[config.mk]
export PLATFORM = sky130hd
export DESIGN_NAME = alu_seq
export DESIGN_NICKNAME = d
export VERILOG_FILES = /design/src/rtl/alu_pkg.sv /design/src/rtl/alu_seq_mul_shift_add.sv /design/src/rtl/alu_seq.sv
export SDC_FILE = /design/constraint.sdc
export NUM_CORES = 1
export LEC_CHECK = 0
export CAP_MARGIN = 20
export CORE_MARGIN = 5
export CORE_UTILIZATION = 33
export CTS_BUF_LIST = sky130_fd_sc_hd__clkbuf_4 sky130_fd_sc_hd__clkbuf_8
export CTS_CLUSTER_SIZE = 20
export DETAILED_ROUTE_END_ITERATION = 7
export HOLD_SLACK_MARGIN = 0.03
export PLACE_DENSITY = 0.47
export RECOVER_POWER = 25
export SLEW_MARGIN = 20
export SYNTH_ARGS = -nofsm -noshare
export SYNTH_HDL_FRONTEND = slang
export SYNTH_SLANG_ARGS = --single-unit
[constraint.sdc]
create_clock -name clk -period 6.4 [get_ports clk]
set_clock_uncertainty 0.2 [all_clocks]
set_input_delay 1.28 -clock clk [delete_from_list [all_inputs] [get_ports clk]]
set_output_delay 1.28 -clock clk [all_outputs]
set_load 0.03 [all_outputs]
[src/rtl/alu_pkg.sv]
`default_nettype none
// ============================================================================
//  Module      : alu_pkg
//  Description : Shared definitions for the sequential ALU: default datapath
//                width, opcode encodings, FSM state type and an opcode
//                classification helper.
//  Revision    : 1.0  initial release
// ============================================================================
package alu_pkg;

    localparam int WIDTH_DEFAULT = 18;

    localparam logic [3:0] OP_PASS = 4'd0;
    localparam logic [3:0] OP_ADD  = 4'd1;
    localparam logic [3:0] OP_SUB  = 4'd2;
    localparam logic [3:0] OP_AND  = 4'd3;
    localparam logic [3:0] OP_OR   = 4'd4;
    localparam logic [3:0] OP_XOR  = 4'd5;
    localparam logic [3:0] OP_NOT  = 4'd6;
    localparam logic [3:0] OP_SHL  = 4'd7;
    localparam logic [3:0] OP_SHR  = 4'd8;
    localparam logic [3:0] OP_MUL  = 4'd9;

    typedef enum logic [0:0] {
        IDLE = 1'b0,
        MUL  = 1'b1
    } state_e;

    // Opcodes PASS..SHR complete in a single clock.
    function automatic logic is_single_cycle_op(input logic [3:0] op);
        return (op <= OP_SHR);
    endfunction

endpackage
`default_nettype wire

[src/rtl/alu_seq_mul_shift_add.sv]
`default_nettype none
// ============================================================================
//  Module      : mul_shift_add
//  Description : Iterative unsigned shift-add multiplier. The first partial
//                product is formed on the start edge, the remaining WIDTH-1
//                on the following edges; done pulses for one cycle with the
//                full 2*WIDTH product valid on product.
//  Ports       : clk, rst (async, active-low), start, a, b -> done, product
//  Revision    : 1.0  initial release
// ============================================================================
module mul_shift_add
    import alu_pkg::*;
#(
    parameter int WIDTH = WIDTH_DEFAULT
) (
    input  logic                 clk,
    input  logic                 rst,
    input  logic                 start,
    input  logic [WIDTH-1:0]     a,
    input  logic [WIDTH-1:0]     b,
    output logic                 done,
    output logic [2*WIDTH-1:0]   product
);

    localparam int CNT_W = $clog2(WIDTH + 1);

    logic [2*WIDTH-1:0] mcand_q, mcand_d;
    logic [2*WIDTH-1:0] acc_q,   acc_d;
    logic [WIDTH-1:0]   mplier_q, mplier_d;
    logic [CNT_W-1:0]   cnt_q,   cnt_d;
    logic               active_q, active_d;
    logic               done_q,  done_d;

    always_comb begin
        mcand_d  = mcand_q;
        acc_d    = acc_q;
        mplier_d = mplier_q;
        cnt_d    = cnt_q;
        active_d = active_q;
        done_d   = 1'b0;
        if (start) begin
            // Iteration 0 happens here so the product is ready exactly
            // WIDTH-1 edges later, letting the caller write on edge N+WIDTH.
            mcand_d  = {{WIDTH{1'b0}}, a} << 1;
            mplier_d = b >> 1;
            acc_d    = b[0] ? {{WIDTH{1'b0}}, a} : '0;
            cnt_d    = CNT_W'(WIDTH - 1);
            active_d = (WIDTH > 1);
            done_d   = (WIDTH == 1);
        end else if (active_q) begin
            if (mplier_q[0]) begin
                acc_d = acc_q + mcand_q;
            end
            mcand_d  = mcand_q << 1;
            mplier_d = mplier_q >> 1;
            cnt_d    = cnt_q - 1'b1;
            if (cnt_q == CNT_W'(1)) begin
                active_d = 1'b0;
                done_d   = 1'b1;
            end
        end
    end

    always_ff @(posedge clk or negedge rst) begin
        if (!rst) begin
            mcand_q  <= '0;
            acc_q    <= '0;
            mplier_q <= '0;
            cnt_q    <= '0;
            active_q <= 1'b0;
            done_q   <= 1'b0;
        end else begin
            mcand_q  <= mcand_d;
            acc_q    <= acc_d;
            mplier_q <= mplier_d;
            cnt_q    <= cnt_d;
            active_q <= active_d;
            done_q   <= done_d;
        end
    end

    assign done    = done_q;
    assign product = acc_q;

endmodule
`default_nettype wire

[src/rtl/alu_seq.sv]
`default_nettype none
// ============================================================================
//  Module      : alu_seq
//  Description : Sequential ALU feeding the accumulator. Single-cycle ops
//                write result/flags and pulse wr_ac one cycle after accept;
//                MUL runs on the iterative multiplier with busy asserted.
//  Ports       : clk, rst (async, active-low), start, op[3:0], a, b
//                -> result, wr_ac, busy, flag_z, flag_n, flag_c, err
//  Revision    : 1.0  initial release
// ============================================================================
module alu_seq
    import alu_pkg::*;
#(
    parameter int WIDTH = WIDTH_DEFAULT
) (
    input  logic             clk,
    input  logic             rst,
    input  logic             start,
    input  logic [3:0]       op,
    input  logic [WIDTH-1:0] a,
    input  logic [WIDTH-1:0] b,
    output logic [WIDTH-1:0] result,
    output logic             wr_ac,
    output logic             busy,
    output logic             flag_z,
    output logic             flag_n,
    output logic             flag_c,
    output logic             err
);

    state_e             state_q, state_d;
    logic [WIDTH-1:0]   result_q, result_d;
    logic               z_q, z_d;
    logic               n_q, n_d;
    logic               c_q, c_d;
    logic               wr_ac_q, wr_ac_d;
    logic               err_q, err_d;
    logic               busy_q, busy_d;

    logic               mul_start;
    logic               mul_done;
    logic [2*WIDTH-1:0] mul_product;

    logic [WIDTH:0]     add_w;
    logic [WIDTH:0]     sub_w;
    logic [WIDTH-1:0]   alu_res;
    logic               alu_c;

    mul_shift_add #(
        .WIDTH   (WIDTH)
    ) u_mul (
        .clk     (clk),
        .rst     (rst),
        .start   (mul_start),
        .a       (a),
        .b       (b),
        .done    (mul_done),
        .product (mul_product)
    );

    // Single-cycle datapath; the extra top bit of sub_w is the borrow.
    always_comb begin
        add_w   = {1'b0, a} + {1'b0, b};
        sub_w   = {1'b0, a} - {1'b0, b};
        alu_res = '0;
        alu_c   = 1'b0;
        case (op)
            OP_PASS: alu_res = b;
            OP_ADD:  {alu_c, alu_res} = add_w;
            OP_SUB:  {alu_c, alu_res} = sub_w;
            OP_AND:  alu_res = a & b;
            OP_OR:   alu_res = a | b;
            OP_XOR:  alu_res = a ^ b;
            OP_NOT:  alu_res = ~a;
            OP_SHL:  begin
                alu_res = {a[WIDTH-2:0], 1'b0};
                alu_c   = a[WIDTH-1];
            end
            OP_SHR:  begin
                alu_res = {1'b0, a[WIDTH-1:1]};
                alu_c   = a[0];
            end
            default: begin
                alu_res = '0;
                alu_c   = 1'b0;
            end
        endcase
    end

    always_comb begin
        state_d   = state_q;
        result_d  = result_q;
        z_d       = z_q;
        n_d       = n_q;
        c_d       = c_q;
        wr_ac_d   = 1'b0;
        err_d     = 1'b0;
        busy_d    = busy_q;
        mul_start = 1'b0;
        case (state_q)
            IDLE: begin
                if (start) begin
                    if (op == OP_MUL) begin
                        mul_start = 1'b1;
                        busy_d    = 1'b1;
                        state_d   = MUL;
                    end else if (is_single_cycle_op(op)) begin
                        result_d = alu_res;
                        c_d      = alu_c;
                        z_d      = (alu_res == '0);
                        n_d      = alu_res[WIDTH-1];
                        wr_ac_d  = 1'b1;
                    end else begin
                        // Illegal opcode: only err moves, visible state holds.
                        err_d = 1'b1;
                    end
                end
            end
            MUL: begin
                // start is not looked at here, so requests while busy drop.
                if (mul_done) begin
                    result_d = mul_product[WIDTH-1:0];
                    c_d      = |mul_product[2*WIDTH-1:WIDTH];
                    z_d      = (mul_product[WIDTH-1:0] == '0);
                    n_d      = mul_product[WIDTH-1];
                    wr_ac_d  = 1'b1;
                    busy_d   = 1'b0;
                    state_d  = IDLE;
                end
            end
            default: begin
                state_d = IDLE;
                busy_d  = 1'b0;
            end
        endcase
    end

    always_ff @(posedge clk or negedge rst) begin
        if (!rst) begin
            state_q  <= IDLE;
            result_q <= '0;
            z_q      <= 1'b0;
            n_q      <= 1'b0;
            c_q      <= 1'b0;
            wr_ac_q  <= 1'b0;
            err_q    <= 1'b0;
            busy_q   <= 1'b0;
        end else begin
            state_q  <= state_d;
            result_q <= result_d;
            z_q      <= z_d;
            n_q      <= n_d;
            c_q      <= c_d;
            wr_ac_q  <= wr_ac_d;
            err_q    <= err_d;
            busy_q   <= busy_d;
        end
    end

    assign result = result_q;
    assign flag_z = z_q;
    assign flag_n = n_q;
    assign flag_c = c_q;
    assign wr_ac  = wr_ac_q;
    assign err    = err_q;
    assign busy   = busy_q;

endmodule
`default_nettype wire
==> results <==
- The worst hold path belongs to the class register to register.
- Among all flip-flop cells after synthesis, the most frequent one is sky130_fd_sc_hd__dfrtp_1.
- The hold path endpoint is result[13].
- The total length of routed met2 wires is between 15000 and 20000 um.
- The final cell count without fillers is 1742.
- Detailed routing placed a total of between 1500 and 2000 um of wire on met3.
- The die is 190 um wide.
- The total chip power is 0.00423 W.
- The per-cell via count in the routed design is between 5 and 6.
- The clock passes through at most 2 buffers.
- The final route contains 10100 vias.
- Setup repair after global routing left no endpoint under its margin.
- The combinational share of power is a little over half.
- The largest vdd supply drop is about 0.24 mV.
- Derived from the worst setup path, the maximum achievable clock frequency is around 180 MHz.
- Pin placement for this block handled between 60 and 70 I/O pins.
- The count of nets left with antenna violations once routing finished came out at 0.
- The number of antenna diodes in the final layout is 0.
- The number of buffers created by CTS is 17.
- The synthesized design contains between 100 and 150 register bits.
- In this run the power density over the cells is 350 mW/mm^2.
- Of all cell types, the one taking the most synthesized area is sky130_fd_sc_hd__dfrtp_1.
- In the routed design, unresolved DRC markers number 0.
- The overall overflow remaining after global route is 0.
- After technology mapping, the gate count stands at 1296.
- The area share of the largest cell type after synthesis is between 20% and 30%.
- For this block, the routed nets add up to 39300 um of wire.
- The clock reaches the later pin of the worst-skew pair after 0.49 ns.
- The first routing iteration left between 600 and 700 violations.
- After synthesis, the cell types taking the most area are sky130_fd_sc_hd__dfrtp_1 28%, sky130_fd_sc_hd__ha_1 11%, sky130_fd_sc_hd__mux2i_1 6.5%, sky130_fd_sc_hd__o21ai_0 4.8%, sky130_fd_sc_hd__a21oi_1 4.4%.
- The area growth from synthesis to layout is 13.2%.
- The average cell area after synthesis is 8.24 um^2.
- The CTS tree is yes.
- OpenSTA, run right after detailed placement, puts the worst setup slack at ~0.45 ns.
- The share of the clock period used by the worst path after layout is between 80 and 90%.
- The initialized floorplan defines 65 standard-cell rows.
- The checks that failed: max-capacitance violations, max-slew violations.
- Setup violations remaining at the end of the flow were counted as 0.
- The startpoint of the tightest hold check path is result[13].
- In this run, placement finished with an instance count of between 1500 and 2000.
- The initial antenna violation count came to 0.
- The reported leakage power is about 5.5 nW.
- The first global-routing pass estimated 61100 um of wire.
- The number of synthesized flops with an enable pin is 0.
- In this run the post-CTS setup repair buffer count came out at 0.
- The kind of end point of the critical path is a register.
- At the pin with the least slew margin, the transition time is ~4.3 ns.
- The tool flagged a number of max-cap violations equal to 1.
- The number of global-route vias before repair was just under 10000.
- The commonest cells after synthesis are 120 x sky130_fd_sc_hd__nand2_1, 119 x sky130_fd_sc_hd__dfrtp_1, 103 x sky130_fd_sc_hd__o21ai_0, 95 x sky130_fd_sc_hd__ha_1.
- The cell with the most instances after synthesis is sky130_fd_sc_hd__nand2_1.
- The relative slew slack is -189%.
- The tree built by TritonCTS fans out to between 100 and 150 sinks.
- For this run, the register share of the synthesized area comes to between 20 and 30%.
- The area of the core region is 0.0317 mm^2.
- The flow ran to the end, but the final reports show violations.
- The kind of start point of the critical path is a primary input.
- The portion of total power attributed to the clock network is between 10% and 20%.
- The clock transition time at the flip-flop clock pins of the worst setup and hold paths is 0.11 ns.
- The category of the critical setup timing path is primary input to register.
- CTS placed an instance of sky130_fd_sc_hd__clkbuf_8 at the clock tree root.
- The quantity of hold-fixing buffers added after cts is 0.
- The synthesized netlist occupies a cell area of between 0.01 and 0.015 mm^2.
- The pin count of the biggest net entering global routing is 85.
- The reported net switching power is 0.00198 W.
- After detailed routing, the wire length on met1 is around 20000 um.
- Routed signal wires occupy layers up through met4.
- The final-stage net count is 1468.
- Summed over all nets, the half-perimeter wirelength after detailed placement is roughly 29000 um.
- For this configuration, the core starts out at a cell density of about a third.
- After detailed routing, the average wire length per cell comes to ~23 um.
- The share of power burned in registers is 31.4%.
- The global routing usage summed across all routing layers is a little over a fifth.
- The worst hold margin is ~0.28 ns.
- The worst path needs between 5 and 6 ns of the cycle, external delays included.
- The total die area is between 0.03 and 0.04 mm^2.
- The number of stages on the worst hold path is 2.
- The endpoint of the worst-slack reg-to-reg timing path is u_mul.product[33].
- The fraction of registers with async set or reset after synthesis is 100%.
- The number of nets in the synthesized netlist is between 1000 and 1500.
- The die span in y is ~190 um.
- Routability-driven placement finished with a final weighted congestion of 0.941.
- After routing, the total negative slack on setup checks comes to 0 ns.
- For this run, the number of Yosys warnings is 0.
- STA puts the critical path data required time at around 6.6 ns.
- The number of H-tree levels is 4.
- The worst-case reg-to-reg path depth is 13.
- Net switching is between 40 and 50% of the power.
- The pre-antenna-repair detailed-routing pass consisted of 5 iterations.
- The count of unique library cells instantiated by Yosys is between 90 and 100.
- In this run the tool buffered the top-level ports with 66 buffer cells.
- The fill cell instance count of the final layout is 3340.
- The hold violation total from the final report is 0.
- Gates resized during post-CTS repair numbered 0.
- The worst-case register-to-register setup slack is around 2.6 ns.
- The number of max-slew violations in the final report came to 75.
- The worst register-to-register path begins at u_mul.product[1].
- The top fanout value on the critical path is 5.
- The worst path arrival time is ~5.7 ns.
- The final worst setup slack is roughly 0.87 ns.
- In the final layout, the share of cells above drive strength 1 is roughly 6.9%.
- Internal power comes to ~0.0023 W.
layout by cell type, fill, tap and decap left out, types with 18 or more instances in the layout:
cell type                         Yosys  layout
sky130_fd_sc_hd__nor2b_1             20      20
sky130_fd_sc_hd__clkbuf_8             0      18
sky130_fd_sc_hd__nand3_1             37      37
sky130_fd_sc_hd__inv_1               63      63
sky130_fd_sc_hd__clkdlybuf4s50_1      0      65
sky130_fd_sc_hd__nand2_1            120     119
sky130_fd_sc_hd__a21o_1              37      37
sky130_fd_sc_hd__a21oi_1             94      94
sky130_fd_sc_hd__mux2i_1             69      69
sky130_fd_sc_hd__dfrtp_1            119     118
sky130_fd_sc_hd__ha_1                95      95
sky130_fd_sc_hd__buf_4                7      24
sky130_fd_sc_hd__nor2_1              94      94
sky130_fd_sc_hd__nor3_1              34      33
sky130_fd_sc_hd__o21ai_0            103     103
registers in the layout, indices dropped and copies added, names as in the netlist:
register,count
err,1
u_mul.done,1
u_mul.mcand_q,35
u_mul.active_q,1
busy,1
state_q,1
flag_n,1
wr_ac,1
u_mul.cnt_q,5
u_mul.mplier_q,17
u_mul.product,36
result,17
flag_c,1
flag_z,1
routing by layer:
layer | vias to the layer above | global-route usage, %
met1 | 4899 | 32.5
met2 | 272 | 33.7
met4 | 0 | 4.76
li1 | 4853 | -
met5 | - | 0
met3 | 34 | 2.75
power groups by stage:
| stage | logic, W | clock network (W) | registers [W] |
|---|---|---|---|
| finish | 0.00223 | 0.000669 | 0.00133 |
| CTS | 0.00225 | 0.000690 | 0.00133 |
| detailed placement | 0.00224 | 0 | 0.00135 |
| floorplan | 0.00151 | 0 | 0.00135 |
| global placement | 0.00222 | 0 | 0.00134 |
| global route | 0.00249 | 0.000721 | 0.00137 |
kinds of logic (layout without fill, tap and decap cells):
family	Yosys count	after routing	synth area share, %
DFF	119	119	27.9
muxes	75	75	7.10
xor gates and xnor gates	26	26	2.13
and+or+nand+nor	424	424	19.8
adders and majority gates	98	98	11.7
buffers and inverters	145	189	5.63
AOI/OAI and AO/OA	409	409	25.7
how the worst max path moves through the flow:
stage	from	endpoint	slack, ns
6_report	a[0]	flag_z	0.87
5_1_grt	rst	u_mul.mplier_q[7]	0.48
4_1_cts	a[0]	flag_z	0.98
3_5_place_dp	a[0]	flag_z	0.45
3_3_place_gp	a[0]	flag_z	0.51
2_1_floorplan	a[0]	flag_z	1.84
layout make-up:
| cell class | count | area [um^2] | share of cell area, % |
|---|---|---|---|
| Clock buffer | 20 | 263 | 2.17 |
| Clock inverter | 12 | 95.1 | 0.787 |
| Inverter | 65 | 244 | 2.02 |
| Multi-Input combinational cell | 1032 | 7120 | 59.0 |
| Sequential cell | 119 | 2980 | 24.7 |
| Tap cell | 402 | 503 | 4.16 |
| Timing Repair Buffer | 92 | 875 | 7.24 |
metrics by stage:
step           utilization [%]  instance area [um^2]
5_1_grt                   38.1                 12100
6_report                  38.1                 12100
3_5_place_dp              37.0                 11700
4_1_cts                   38.1                 12100
2_1_floorplan                -                 10700
3_3_place_gp              37.0                 11700
worst max-delay path, cell delays in order:
cell and delay, ns:
sky130_fd_sc_hd__clkdlybuf4s50_1 0.52, sky130_fd_sc_hd__inv_1 0.15, sky130_fd_sc_hd__ha_1 0.20, sky130_fd_sc_hd__inv_1 0.06, sky130_fd_sc_hd__fa_1 0.42, sky130_fd_sc_hd__nor2b_1 0.17
sky130_fd_sc_hd__o311a_1 0.37, sky130_fd_sc_hd__o31ai_1 0.29, sky130_fd_sc_hd__o221ai_1 0.18, sky130_fd_sc_hd__a2111oi_1 0.60, sky130_fd_sc_hd__o2111ai_1 0.27, sky130_fd_sc_hd__nor4_1 0.47
sky130_fd_sc_hd__nand4bb_1 0.14, sky130_fd_sc_hd__or4_1 0.41, sky130_fd_sc_hd__o31ai_1 0.19
Power figures use the tool's default switching activity.
